## config.mk

```make
export PLATFORM = sky130hd
export DESIGN_NAME = spi_cmd_master_flat
export DESIGN_NICKNAME = d
export VERILOG_FILES = /design/src/rtl/spi_cmd_master_if.sv /design/src/rtl/spi_cmd_master.sv /design/src/flat_wrapper.sv
export SDC_FILE = /design/constraint.sdc
export NUM_CORES = 1
export LEC_CHECK = 0
export BUFFER_PORTS_ARGS = -buffer_cell sky130_fd_sc_hd__buf_2
export CORE_AREA = 2 2 58 102
export DETAILED_ROUTE_END_ITERATION = 6
export DIE_AREA = 0 0 60 104
export GPL_TIMING_DRIVEN = 0
export PLACE_DENSITY_LB_ADDON = 0.12
export SKIP_LAST_GASP = 1
export SLEW_MARGIN = 10
export SYNTH_ARGS = -nofsm -noshare
export SYNTH_HDL_FRONTEND = slang
export SYNTH_SLANG_ARGS = --single-unit
```

## constraint.sdc

```tcl
create_clock -name clk -period 4.88 [get_ports clk]
set_input_delay 0.244 -clock clk [delete_from_list [all_inputs] [get_ports clk]]
set_output_delay 0.244 -clock clk [all_outputs]
set_load 0.01 [all_outputs]
```

## src/rtl/spi_cmd_master_if.sv

```systemverilog
// Command-side handshake bundle between the system controller and spi_cmd_master.
// addr/addr_en exist only when SPI_ADDR_PHASE_EN is defined.
interface spi_cmd_master_if #(
  parameter int NUM_CS = 1,
  parameter int LEN_W  = 8
);
  localparam int CS_W = (NUM_CS > 1) ? $clog2(NUM_CS) : 1;

  logic             start;
  logic [7:0]       cmd;
  logic [LEN_W-1:0] rx_len;
  logic [CS_W-1:0]  cs_sel;
`ifdef SPI_ADDR_PHASE_EN
  logic [23:0]      addr;
  logic             addr_en;
`endif
  logic             busy;
  logic             done;
  logic [7:0]       rx_data;
  logic             rx_valid;

`ifdef SPI_ADDR_PHASE_EN
  modport master (output start, cmd, rx_len, cs_sel, addr, addr_en,
                  input  busy, done, rx_data, rx_valid);
  modport slave  (input  start, cmd, rx_len, cs_sel, addr, addr_en,
                  output busy, done, rx_data, rx_valid);
`else
  modport master (output start, cmd, rx_len, cs_sel,
                  input  busy, done, rx_data, rx_valid);
  modport slave  (input  start, cmd, rx_len, cs_sel,
                  output busy, done, rx_data, rx_valid);
`endif
endinterface

```

## src/rtl/spi_cmd_master.sv

```systemverilog
// Mode-0 SPI master: opcode, optional 24-bit address, then rx_len read bytes.
// Defining SPI_ADDR_PHASE_EN adds the address phase (addr/addr_en on the interface).
module spi_cmd_master #(
  parameter int CLK_DIV = 2,
  parameter int NUM_CS  = 1,
  parameter int LEN_W   = 8
) (
  input  logic              clk,
  input  logic              reset_n,
  spi_cmd_master_if.slave   bus,
  output logic              SPICLK,
  output logic              SPIMOSI,
  input  logic              SPIMISO,
  output logic [NUM_CS-1:0] chip_select
);
  localparam int         CS_W     = (NUM_CS > 1) ? $clog2(NUM_CS) : 1;
  localparam logic [7:0] DIV_LAST = 8'(CLK_DIV - 1);

  typedef enum logic [2:0] {
    IDLE, CS_SETUP, SEND_CMD, SEND_ADDR, RECV, CS_HOLD, DONE
  } state_t;

  state_t           state, state_nx;
  logic [7:0]       div_cnt;
  logic             half;
  logic [4:0]       bit_cnt;
  logic [LEN_W-1:0] byte_cnt, byte_nx, len_q;
  logic [31:0]      tx_sh;
  logic [6:0]       rx_sh;
  logic [7:0]       rx_data_q;
  logic             rx_valid_q;
  logic [NUM_CS-1:0] cs_q, cs_dec;
  logic [23:0]      addr_in;
  logic             addr_go;
  logic             accept, shifting, div_end, bit_end, rise, phase_last;

`ifdef SPI_ADDR_PHASE_EN
  logic addr_q;
  assign addr_go = addr_q;
  assign addr_in = bus.addr;
`else
  assign addr_go = 1'b0;
  assign addr_in = '0;
`endif

  assign accept     = (state == IDLE) && bus.start;
  assign shifting   = state inside {SEND_CMD, SEND_ADDR, RECV};
  assign div_end    = (div_cnt == DIV_LAST);
  // half=0 is the SCLK-low half of a bit; MISO is sampled on the edge that raises SCLK
  assign bit_end    = shifting && half && div_end;
  assign rise       = shifting && !half && div_end;
  assign phase_last = (state == SEND_ADDR) ? (bit_cnt == 5'd23) : (bit_cnt == 5'd7);
  assign byte_nx    = byte_cnt + 1'b1;

  assign bus.busy     = (state != IDLE);
  assign bus.done     = (state == DONE);
  assign bus.rx_data  = rx_data_q;
  assign bus.rx_valid = rx_valid_q;
  assign SPICLK       = half;
  assign SPIMOSI      = (state inside {CS_SETUP, SEND_CMD, SEND_ADDR}) && tx_sh[31];
  assign chip_select  = cs_q;

  // Out-of-range cs_sel decodes to all-high, so the transaction runs unselected
  always_comb begin
    cs_dec = '1;
    for (int unsigned i = 0; i < NUM_CS; i++) begin
      if (bus.cs_sel == CS_W'(i)) cs_dec[i] = 1'b0;
    end
  end

  always_comb begin
    state_nx = state;
    case (state)
      IDLE:      if (bus.start) state_nx = CS_SETUP;
      CS_SETUP:  if (div_end) state_nx = SEND_CMD;
      SEND_CMD:
        if (bit_end && phase_last) begin
          if (addr_go)              state_nx = SEND_ADDR;
          else if (len_q != '0)     state_nx = RECV;
          else                      state_nx = CS_HOLD;
        end
      SEND_ADDR:
        if (bit_end && phase_last) state_nx = (len_q != '0) ? RECV : CS_HOLD;
      RECV:
        if (bit_end && phase_last && (byte_nx == len_q)) state_nx = CS_HOLD;
      CS_HOLD:   if (div_end) state_nx = DONE;
      DONE:      state_nx = IDLE;
      default:   state_nx = IDLE;
    endcase
  end

  always_ff @(posedge clk or negedge reset_n) begin
    if (!reset_n) state <= IDLE;
    else          state <= state_nx;
  end

  always_ff @(posedge clk or negedge reset_n) begin
    if (!reset_n) begin
      div_cnt    <= '0;
      half       <= 1'b0;
      bit_cnt    <= '0;
      byte_cnt   <= '0;
      len_q      <= '0;
      tx_sh      <= '0;
      rx_sh      <= '0;
      rx_data_q  <= '0;
      rx_valid_q <= 1'b0;
      cs_q       <= '1;
`ifdef SPI_ADDR_PHASE_EN
      addr_q     <= 1'b0;
`endif
    end else begin
      rx_valid_q <= 1'b0;

      if (state == IDLE || state == DONE || div_end) div_cnt <= '0;
      else                                           div_cnt <= div_cnt + 8'd1;

      if (!shifting)    half <= 1'b0;
      else if (div_end) half <= ~half;

      if (accept) begin
        tx_sh    <= {bus.cmd, addr_in};
        len_q    <= bus.rx_len;
        cs_q     <= cs_dec;
        bit_cnt  <= '0;
        byte_cnt <= '0;
`ifdef SPI_ADDR_PHASE_EN
        addr_q   <= bus.addr_en;
`endif
      end

      if (bit_end) begin
        tx_sh   <= {tx_sh[30:0], 1'b0};
        bit_cnt <= phase_last ? 5'd0 : bit_cnt + 5'd1;
        if (state == RECV && phase_last) byte_cnt <= byte_nx;
      end

      if (rise && state == RECV) begin
        rx_sh <= {rx_sh[5:0], SPIMISO};
        if (phase_last) begin
          rx_data_q  <= {rx_sh, SPIMISO};
          rx_valid_q <= 1'b1;
        end
      end

      if (state == CS_HOLD && div_end) cs_q <= '1;
    end
  end
endmodule
```

## src/flat_wrapper.sv

```systemverilog
// flat-port wrapper written by rule: the top's interface ports become plain ports
module spi_cmd_master_flat 
#(
  parameter int CLK_DIV = 2,
  parameter int NUM_CS  = 1,
  parameter int LEN_W   = 8
)
  (clk, reset_n, SPICLK, SPIMOSI, SPIMISO, chip_select, bus_start, bus_cmd, bus_rx_len, bus_cs_sel, bus_busy, bus_done, bus_rx_data, bus_rx_valid);
  spi_cmd_master_if #(.NUM_CS(NUM_CS), .LEN_W(LEN_W)) bus_i ();
  input  logic clk;
  input  logic reset_n;
  output logic SPICLK;
  output logic SPIMOSI;
  input  logic SPIMISO;
  output logic [NUM_CS-1:0] chip_select;
  input wire logic [$bits(bus_i.start)-1:0] bus_start;
  input wire logic [$bits(bus_i.cmd)-1:0] bus_cmd;
  input wire logic [$bits(bus_i.rx_len)-1:0] bus_rx_len;
  input wire logic [$bits(bus_i.cs_sel)-1:0] bus_cs_sel;
  output wire logic [$bits(bus_i.busy)-1:0] bus_busy;
  output wire logic [$bits(bus_i.done)-1:0] bus_done;
  output wire logic [$bits(bus_i.rx_data)-1:0] bus_rx_data;
  output wire logic [$bits(bus_i.rx_valid)-1:0] bus_rx_valid;
  assign bus_i.start = bus_start;
  assign bus_i.cmd = bus_cmd;
  assign bus_i.rx_len = bus_rx_len;
  assign bus_i.cs_sel = bus_cs_sel;
  assign bus_busy = bus_i.busy;
  assign bus_done = bus_i.done;
  assign bus_rx_data = bus_i.rx_data;
  assign bus_rx_valid = bus_i.rx_valid;
  spi_cmd_master #(.CLK_DIV(CLK_DIV), .NUM_CS(NUM_CS), .LEN_W(LEN_W)) u_core (.clk(clk), .reset_n(reset_n), .bus(bus_i), .SPICLK(SPICLK), .SPIMOSI(SPIMOSI), .SPIMISO(SPIMISO), .chip_select(chip_select));
endmodule
```

==> metrics.cfg <==
[synthesis]
synth_top_area_cell=dfrtp_1
synthMostInstantiatedCell=nand2_1
yosysSeqAreaShare_pct=50.09
synth_edf_count=0
syn_area_um2=2900
synth_common_cells=nand2_1 (59), dfrtp_1 (57), nor2_1 (19), nand3_1 (15), xor2_1 (12)
yosysTopAreaCellShare_pct=49.18
avgSynthCellArea_um2=10.11
yosys-top-cells-area=dfrtp_1 (49%), nand2_1 (7.6%), mux2_4 (4.1%)
ys_types=50
ys.flop_type=dfrtp_1
synth-async-reset-ratio_pct=100.0
yosysWarningCount=0
synth_nets=312
synthCells=287
synth_seq_cells=58

[worst_setup_path]
crit_type=reg -> reg
required_ps=5110
crit_path_top_delay_cell=a2111oi_0
crit_fanout=6
end_kind=register
arrival_ps=2580
critPathLaunchType=register
worst-path-buf-inv=1
crit_family=compound AO/OA/AOI/OAI gates
critPathMaxStageDelay_ps=690
worst-r2r-setup-slack_ps=2520
path_cells=inv_1 -> ha_1 -> nor3b_2 -> nand2_2 -> a2111oi_0 -> a21o_1 -> mux2_2

[clock_network]
clkLatencyLatePin_ps=340
clock_path_buffers=2
cts_max_level=3
cts_root_buf=clkbuf_8
tritoncts=built
cts_resized=0
cts_buffers=9
cts.clk_slew.worst_paths_ps=70
cts.sinks=58

[timing]
skew_ps=8.859
tightest_slew_ps=758.1
slew_viol_final=0
finalCriticalPeriod_ps=2358
setup_violations=0
period_share_pct=48.31
hold_viol=0
max-slew-margin-rel_pct=48.15
fmax_mhz=424.2
finalSetupTns_ps=0
rsz0062_at_grt=no

[place]
gp_congestion=0.7995
hpwl_um=4126
numPortBuffers=34
placed_cell_area_um2=3168

[global_routing]
antenna_found_initial=0
track_usage_pct=21.00
gr-total-overflow=0
grt_max_degree=59
grt_pass1_wl_um=9929
grt_pass1_vias=2213

[floorplanning]
placementRows=36
ioPinCount=35
fp.coreArea_um2=5450
dieHeight_um=104
dieWidth_um=60
initial_utilization_pct=53.21
dieArea_um2=6240

[finish]
register_area_um2=1453
fillers=466
design_area_um2=3445
layout-area-overhead-vs-synth_pct=18.77
nets=358
drive_above_1_share_pct=22.19
insertedDiodeCount=0
multi_input_area_um2=1368

[route]
via_count=2199
via_per_inst=5.312
dr.first_iter.drc_count=85
antenna_left=0
wirelength_um=5770
drc=0
wire_per_inst_um=13.94
first_pass_iters=4

[worst_hold_path]
hp-class=in -> reg

[power]
vdd_ir_drop_max_uv=254.5
p_leak_nw=1.697
power_density_nw_per_um2=518.2

[outcome]
outcome=complete, no violations

[flow_run]
drv_cap=0

logic make-up (layout without fill, tap and decap cells):
family / after synthesis / in the layout / share of synthesized area, %
AOI/OAI and AO/OA: 42 / 42 / 9.880
xor gates and xnor gates: 17 / 17 / 5.134
adders and majority gates: 4 / 4 / 1.726
buffers and inverters: 17 / 68 / 2.761
DFF: 58 / 58 / 50.09
muxes: 19 / 19 / 8.326
and+or+nand+nor: 130 / 130 / 22.09
cell type report:
cell class | count | share of cell area, %
inverters | 4 | 0.4359
plain buffers | 13 | 1.889
well taps | 76 | 2.761
multi-input cells | 212 | 39.70
repair buffers | 35 | 5.303
clock inverters | 5 | 3.632
clock buffers | 11 | 4.105
flip-flops and latches | 58 | 42.17
flip-flops by register name (all words and copies together), names as in the netlist:
signal / flops
u_core.SPICLK: 1
u_core.bit_cnt: 5
u_core.bus.rx_data: 8
u_core.bus.rx_valid: 1
u_core.byte_cnt: 8
u_core.chip_select: 1
u_core.div_cnt: 8
u_core.len_q: 8
u_core.rx_sh: 7
u_core.state: 3
u_core.tx_sh: 8
power breakdown:
group          leakage, nW  internal (W)  switching, W  total, W
Sequential           0.768      0.000606      0.000115  0.000721
Clock                0.134      0.000404      0.000188  0.000593
Combinational        0.796      0.000202      0.000269  0.000471
Total                 1.70       0.00121      0.000572   0.00179
repair_timing:
action                                 CTS  global route
hold buffers                             1             0
endpoints found under the hold margin   57             0
setup buffers                            0             0
tightest hold or removal path: stages:
cell and delay (ps):
buf_2 70, nand2_1 40, nand2_1 40
worst paths after layout:
kind | start | to | cells after the start
setup / recovery | u_core.div_cnt[1] | u_core.state[1] | 7
hold / removal | bus_rx_len[5] | u_core.len_q[5] | 3
setup reg to reg | u_core.div_cnt[1] | u_core.state[1] | 7
hold reg to reg | u_core.tx_sh[31] | u_core.tx_sh[31] | 2
max in group asynchronous | reset_n | u_core.tx_sh[24] | 2
min in group asynchronous | reset_n | u_core.byte_cnt[2] | 2
metal layers:
metal / part of all wire, % / vias up / track usage [%]
met5: 0 / - / 0
met4: 2.1 / 0 / 8.571
met3: 2.8 / 10 / 6.343
met2: 54 / 33 / 35.33
met1: 42 / 1056 / 23.77
li1: - / 1100 / -
cells in the final DEF, fill, tap and decap left out, types with 3 or more instances in the layout:
master     Yosys  routed
nor2b_1        3       3
nor3b_1        5       5
mux2_4         8       8
clkbuf_1      10      11
bufinv_16      0       4
inv_1          4       4
nor4_1         5       5
dfrtp_1       57      57
ha_1           4       4
o21ai_0       10      10
buf_2          1      34
o2111ai_1      3       3
a22oi_1        7       7
nand2_1       59      59
clkbuf_8       0      10
nor2_1        19      19
xnor2_1        5       5
and3_1         3       3
nand3_1       15      15
xor2_1        12      12
a21o_1         3       3
a21oi_1        5       5
mux2_2         9       9
metrics by stage:
step,hold WS (ps),worst slack (ps),util [%],power (W),instances
after detailed placement,355.8,2538,58.13,0.001205,397
after global placement,437.6,2569,58.08,0.001189,397
after floorplan,-51.59,2712,-,0.001057,287
after global routing,93.56,2283,63.20,0.001911,414
final,96.90,2522,63.20,0.001785,414
after CTS,85.15,2508,63.20,0.001806,414
No activity file was read; power rests on OpenSTA's default activity.
